==> src/rtl/mem_access_stage.sv <==
// mem_access_stage -- MIPS-32 memory-access stage: word load/store over a req/ack bus,
// with pipeline stall, misalignment and bus-timeout detection.  Rev 1.0
`default_nettype none

module mem_access_stage #(
  parameter int TIMEOUT = 16,
  parameter int CNT_W   = 8
) (
  input  logic        clk,
  input  logic        reset,
  input  logic        RegWriteM,
  input  logic        MemtoRegM,
  input  logic        MemWriteM,
  input  logic        BranchM,
  input  logic        zeroM,
  input  logic [31:0] aluoutM,
  input  logic [31:0] writedataM,
  input  logic [31:0] dmem_rdata,
  input  logic        dmem_ack,
  output logic        dmem_req,
  output logic        dmem_we,
  output logic [31:0] dmem_addr,
  output logic [31:0] dmem_wdata,
  output logic [31:0] readdataM,
  output logic        RegWriteQ,
  output logic        PCSrcM,
  output logic        stallM,
  output logic        addr_errM,
  output logic        bus_errM
);

  typedef enum logic [1:0] {
    IDLE = 2'd0,
    REQ  = 2'd1,
    DONE = 2'd2
  } state_t;

  localparam logic [CNT_W-1:0] CNT_LAST = CNT_W'(TIMEOUT - 1);
  localparam logic [CNT_W-1:0] CNT_MAX  = '1;

  state_t           state, state_nxt;
  logic [CNT_W-1:0] cnt, cnt_nxt;
  logic [31:0]      rdata_q, rdata_nxt;
  logic             bus_err, bus_err_nxt;
  logic             memop, misal;

  assign memop = MemWriteM | MemtoRegM;
  assign misal = memop & (aluoutM[1:0] != 2'b00);

  always_comb begin
    state_nxt   = state;
    cnt_nxt     = cnt;
    rdata_nxt   = rdata_q;
    bus_err_nxt = bus_err;
    case (state)
      IDLE: begin
        if (memop && !misal) begin
          state_nxt = REQ;
          cnt_nxt   = '0;
        end
      end
      REQ: begin
        // An ack in the timeout cycle still counts as a successful access.
        if (dmem_ack) begin
          state_nxt = DONE;
          if (!MemWriteM) rdata_nxt = dmem_rdata;
        end else if (cnt == CNT_LAST) begin
          state_nxt   = DONE;
          bus_err_nxt = 1'b1;
          rdata_nxt   = '0;
        end else if (cnt != CNT_MAX) begin
          cnt_nxt = cnt + CNT_W'(1);
        end
      end
      DONE: begin
        state_nxt   = IDLE;
        bus_err_nxt = 1'b0;
      end
      default: state_nxt = IDLE;
    endcase
  end

  always_ff @(posedge clk or negedge reset) begin
    if (!reset) begin
      state   <= IDLE;
      cnt     <= '0;
      rdata_q <= '0;
      bus_err <= 1'b0;
    end else begin
      state   <= state_nxt;
      cnt     <= cnt_nxt;
      rdata_q <= rdata_nxt;
      bus_err <= bus_err_nxt;
    end
  end

  assign dmem_req   = (state == REQ);
  assign dmem_we    = dmem_req & MemWriteM;
  assign dmem_addr  = {aluoutM[31:2], 2'b00};
  assign dmem_wdata = writedataM;
  assign readdataM  = rdata_q;

  // Gated by reset so the stall request drops the instant reset is asserted.
  assign stallM    = reset & (((state == IDLE) & memop & ~misal) | dmem_req);
  assign addr_errM = misal;
  assign bus_errM  = bus_err;
  assign RegWriteQ = RegWriteM & ~misal & ~bus_err;
  assign PCSrcM    = BranchM & zeroM;

endmodule

`default_nettype wire

==> config.mk <==
export PLATFORM = sky130hd
export DESIGN_NAME = mem_access_stage
export DESIGN_NICKNAME = d
export VERILOG_FILES = /design/src/rtl/mem_access_stage.sv
export SDC_FILE = /design/constraint.sdc
export NUM_CORES = 1
export LEC_CHECK = 0
export BUFFER_PORTS_ARGS = -buffer_cell sky130_fd_sc_hd__buf_2
export CORE_AREA = 2 2 80 82
export CTS_BUF_LIST = sky130_fd_sc_hd__clkbuf_8
export CTS_CLUSTER_DIAMETER = 50
export DETAILED_ROUTE_END_ITERATION = 8
export DIE_AREA = 0 0 82 84
export HOLD_SLACK_MARGIN = 0.03
export PLACE_DENSITY = 0.81
export SLEW_MARGIN = 20
export SYNTH_ARGS = -nofsm -noshare
export SYNTH_HDL_FRONTEND = slang
export SYNTH_SLANG_ARGS = --single-unit
==> constraint.sdc <==
create_clock -name clk -period 4.32 [get_ports clk]
set_input_delay 0.648 -clock clk [delete_from_list [all_inputs] [get_ports clk]]
set_output_delay 0.648 -clock clk [all_outputs]
set_load 0.01 [all_outputs]
# Word-level counts from Yosys, hierarchy flattened
# Cells that the tools add are included.
[classes]
addsub = 1
multipliers = 0
div = 0
n_lt_le_gt_ge = 0
eq_ne = 11
n_shift = 0
mux = 15
bitwise_logic = 12
n_reduce_logical = 11
[ops]
columns = ["op", "n"]
rows = [
  ["$mux 32", 3],
  ["$mux 8", 4],
  ["$pmux 8 s2", 1],
  ["$add 8x1->8 const B", 1],
  ["$and 1x1->1", 8],
  ["$eq 8x4->1 const B", 1],
  ["$ne 2x2->1 const B", 4],
  ["$ne 8x8->1 const B", 1],
  ["$reduce_bool 2->1", 4],
  ["$mux 2", 3],
  ["$reduce_and 3->1", 2],
  ["$reduce_and 5->1", 1],
  ["$ne 2x1->1 const B", 2],
  ["$pmux 2 s2", 1],
  ["$ne 3x2->1 const B", 1],
  ["$eq 2x1->1 const B", 1],
  ["$eq 2x2->1 const B", 1],
  ["$logic_not 2->1", 1],
  ["$mux 1", 2],
  ["$not 1->1", 2],
  ["$or 1x1->1", 2],
  ["$pmux 1 s2", 1],
  ["$reduce_and 2->1", 1],
  ["$logic_and 1x1->1", 1],
  ["$logic_not 1->1", 1],
]
[totals]
register_bits = 43
latch_bits = 0
mem_bits_rw = 0
rom_bits = 0
in_bits = 104
output_inout_bits = 103
wordCells = 54
memories = 0

# Depth between registers and ports, before layout
[logic_depth]
word_depth = 6
ltp_mapped = 7
mapped_depth_nobuf = 5

# Worst setup path after synthesis
# OpenSTA, ideal clock, no wires.
[synth_path]
kind = "input -> output"
startpoint = "input MemtoRegM"
endpoint = "output RegWriteQ"
arrival_time_ns = 1.446
required_ns = 3.672
setup_slack_ns = 2.226
cell_stages = 3
path_buffers = 0
path_cell_list = "or2_2 > nor2b_1 > nor3b_1"
[synth_between]
elab_chain_len = 5
[synth_rtl]
columns = ["item", "line", "rtl"]
rows = [
  ["start, declared", "12", "input logic MemtoRegM,"],
  ["$or 1x1->1", "47", "assign memop = MemWriteM | MemtoRegM;"],
  ["$and 1x1->1", "48", "assign misal = memop & (aluoutM[1:0] != 2'b00);"],
  ["via addr_errM", "28", "output logic addr_errM,"],
  ["$not 1->1", "107", "assign RegWriteQ = RegWriteM & ~misal & ~bus_err;"],
  ["$and 1x1->1 (2 in series)", "107", ""],
  ["end, declared", "25", "output logic RegWriteQ,"],
]
# The timed path passes the listed nets, and every way through them passes these cells.

# Worst setup path after layout
[layout_path]
startpoint = "input MemWriteM"
endpoint = "output stallM"
[layout_between]
elab_chain_len = 6
word_cells_on_any_way = 7
classes_between = "bitwise (7)"
[layout_rtl]
columns = ["item", "line", "rtl"]
rows = [
  ["start, declared", "13", "input logic MemWriteM,"],
  ["$or 1x1->1 *", "47", ""],
  ["$and 1x1->1", "48", ""],
  ["$not 1->1", "104", "assign stallM = reset & (((state == IDLE) & memop & ~misal) | dmem_req);"],
  ["$and 1x1->1 *", "104", ""],
  ["$or 1x1->1 *", "104", ""],
  ["$and 1x1->1 *", "104", ""],
  ["end, declared", "27", "output logic stallM,"],
]
# Mark *: on every way between the ends. The rest lies on a longest branch, timed or not.

==> run_results.csv <==
group,metric,value,unit
outcome,status,"complete, no violations",
cts,h-tree-depth,2,
sta,rsz0062_at_grt,"false",
sta,slew-limit-headroom,61.3,%
drt,first_pass_iters,4,
finish,diodes,0,
setup_path,path_class,"primary input to output pin",
sta,period_needed,2270,ps
finish,syn2layout_area_growth,3.80,%
finish,final_area,0.00243,mm²
yosys,synthArstFlopShare,100,%
sta,fin_crit_sh,52.6,%
global_routing,use_met2,22.6,%
finish,drive_above_1_share,41.8,%
yosys,synth_edf_count,0,
cts,cts_tree,"done",
setup_path,cp-end-kind,"output pin",
cts,cts_buffer_depth,2,
sta,setup_tns,0,ps
place,place.detailed.hpwl,3.48,mm
cts,ctsRootBufferMaster,"clkbuf_8",
drt,wirelength,4.78,mm
floorplanning,num_rows,29,
sta,worst_pin_slew,580,ps
sta,worst_slack,2050,ps
drt,vias,1579,
cts,cts_sinks,43,
yosys,yosysWarnings,0,
place,port-buffer-count,80,
floorplanning,core,0.00610,mm²
sta,hold_slack,437,ps
global_routing,antenna_found_initial,0,
yosys,synthesis.instances,216,
setup_path,critPathTopFamily,"simple AND/OR/NAND/NOR gates",
power_and_ir_drop,powerDensity,556,mW/mm²
global_routing,grt_busiest_layer,"met2",
yosys,yosysMostFrequentCell,"buf_4",
finish,final_nets,336,
yosys,yosys.area.top_type,"dfrtp_1",
global_routing,grtUsageMet3,4.87,%
cts,cts_resized,0,
cts,cts_buffers,5,
setup_path,crit_arrival,1620,ps
drt,routedWlPerCell,15.5,µm
setup_path,cp_max_fo,3,
hold_path,hp-class,"primary input to async pin",
yosys,synthDistinctLibCells,36,
setup_path,path_buf_inv,2,
floorplanning,die_y,84,µm
sta,finClkSkew,5.82,ps
yosys,synth_area,0.00234,mm²
floorplanning,start_util,38.4,%
floorplanning,dieWidth,82,µm
finish,regArea,0.00108,mm²
finish,final_util,39.8,%
yosys,synth_top_area_share,46.0,%
cts,post-cts-setup-buffers,0,
setup_path,slowest_stage,"or2_2",
cts,hold_buffers,0,
setup_path,worstSetupStartpointType,"primary input",
yosys,synthTopCellsByArea,"dfrtp_1, buf_4, a22o_1",
drt,first_iter_violations,32,
drt,drc,0,
sta,hold_viol,0,
sta,max_freq,0.440,GHz
global_routing,grt_pass1_vias,1567,
finish,final.fill_count,595,
place,place_area,0.00229,mm²
yosys,yosys_most_used_dff,"dfrtp_1",
floorplanning,die_area,0.00689,mm²
power_and_ir_drop,leakagePower,1.28,nW
drt,vias_per_cell,5.11,
cts,path_clk_slew,80,ps
yosys,synthTopCellsByCount,"buf_4, dfrtp_1, a22o_1, nand3_1, nor2_1",
floorplanning,ios,207,
global_routing,gr-total-overflow,0,
sta,setup_viol,0,
cts,insertion_delay,290,ps
yosys,ys_seq_area_share,46.0,%
global_routing,grt_pass1_wl,7.47,mm
place,gp_congestion,0.777,
setup_path,cp.required,3670,ps
yosys,syn_avg_cell_area,10.8,µm²
finish,multiInputGateArea,693,µm²
setup_path,critPathMaxStageDelay,290,ps
power_and_ir_drop,vdd_drop_max,213,µV
global_routing,grt_use_total,14.0,%
job,maxCapViolations,0,
drt,drtAntennaViolNets,0,
yosys,ys_seq_elements,43,
place,dp_worst_setup_slack,1910,ps
setup_path,cpMostUsedCell,"buf_2",
sta,finalMaxSlewViolations,0,
setup_path,crit_chain,"buf_2 > or2_2 > a21oi_1 > nor2_1 > and2_1 > buf_2",
global_routing,grt.met1_usage,17.3,%
global_routing,grt_start_max_net_pins,45,
==> metal layers <==
metal | up-vias | wire length (µm)
met2 | 84 | 2210
met4 | 0 | 51
met5 | - | 0
met3 | 11 | 432
met1 | 752 | 2080
li1 | 732 | -
==> stage by stage <==
stage	std cells	total power, mW
after floorplan	217	0.892
after global placement	301	0.991
after detailed placement	301	1.00
after CTS	309	1.38
after global routing	309	1.44
final	309	1.35
==> registers in the layout (all words and copies together) (netlist names) <==
signal     cells
state          2
bus_errM       1
cnt            8
readdataM     32
==> cell usage in the layout, fill, tap and decap left out, types with 2 or more instances in the layout <==
cell type / n
buf_4: 2
o21ai_1: 3
inv_1: 4
nand2_1: 2
a21oi_1: 4
o21ai_0: 2
dfrtp_1: 43
nand3_1: 6
conb_1: 2
a22o_1: 34
mux2i_1: 4
nor2_1: 6
clkbuf_8: 5
buf_2: 80
nor3_1: 4
nor2b_1: 3
and2_1: 2
and3_1: 4
bufinv_16: 2
o2bb2ai_1: 3
==> worst paths after layout <==
check,startpoint,endpoint,slack (ps),depth (start not counted)
setup / recovery,MemWriteM,stallM,2050,6
hold / removal,reset,cnt[2],440,2
setup reg to reg,cnt[4],readdataM[8],2260,5
hold reg to reg,readdataM[30],readdataM[30],500,1
max in group asynchronous,reset,readdataM[28],3510,2
min in group clk,readdataM[30],readdataM[30],500,1
==> power by group <==
part           internal, mW  switching [mW]
clock network         0.229           0.129
logic                 0.198           0.187
registers             0.525          0.0834
==> cells by family after synthesis <==
family	after synthesis	share of synthesized area (%)
compound gates	53	18.2
fa+ha+maj	1	0.535
buf+inv	79	24.6
flops	43	46.0
mux	4	1.71
other cells	1	0.160
simple gates	35	8.82
==> layout make-up <==
class,count,area share (%)
multi-input cells,95,28.5
repair buffers,82,17.1
inverters,4,0.618
clock buffers,5,2.83
well taps,77,3.97
flip-flops and latches,43,44.3
clock inverters,3,2.63
Note: power is estimated with default switching activity, not from simulation.
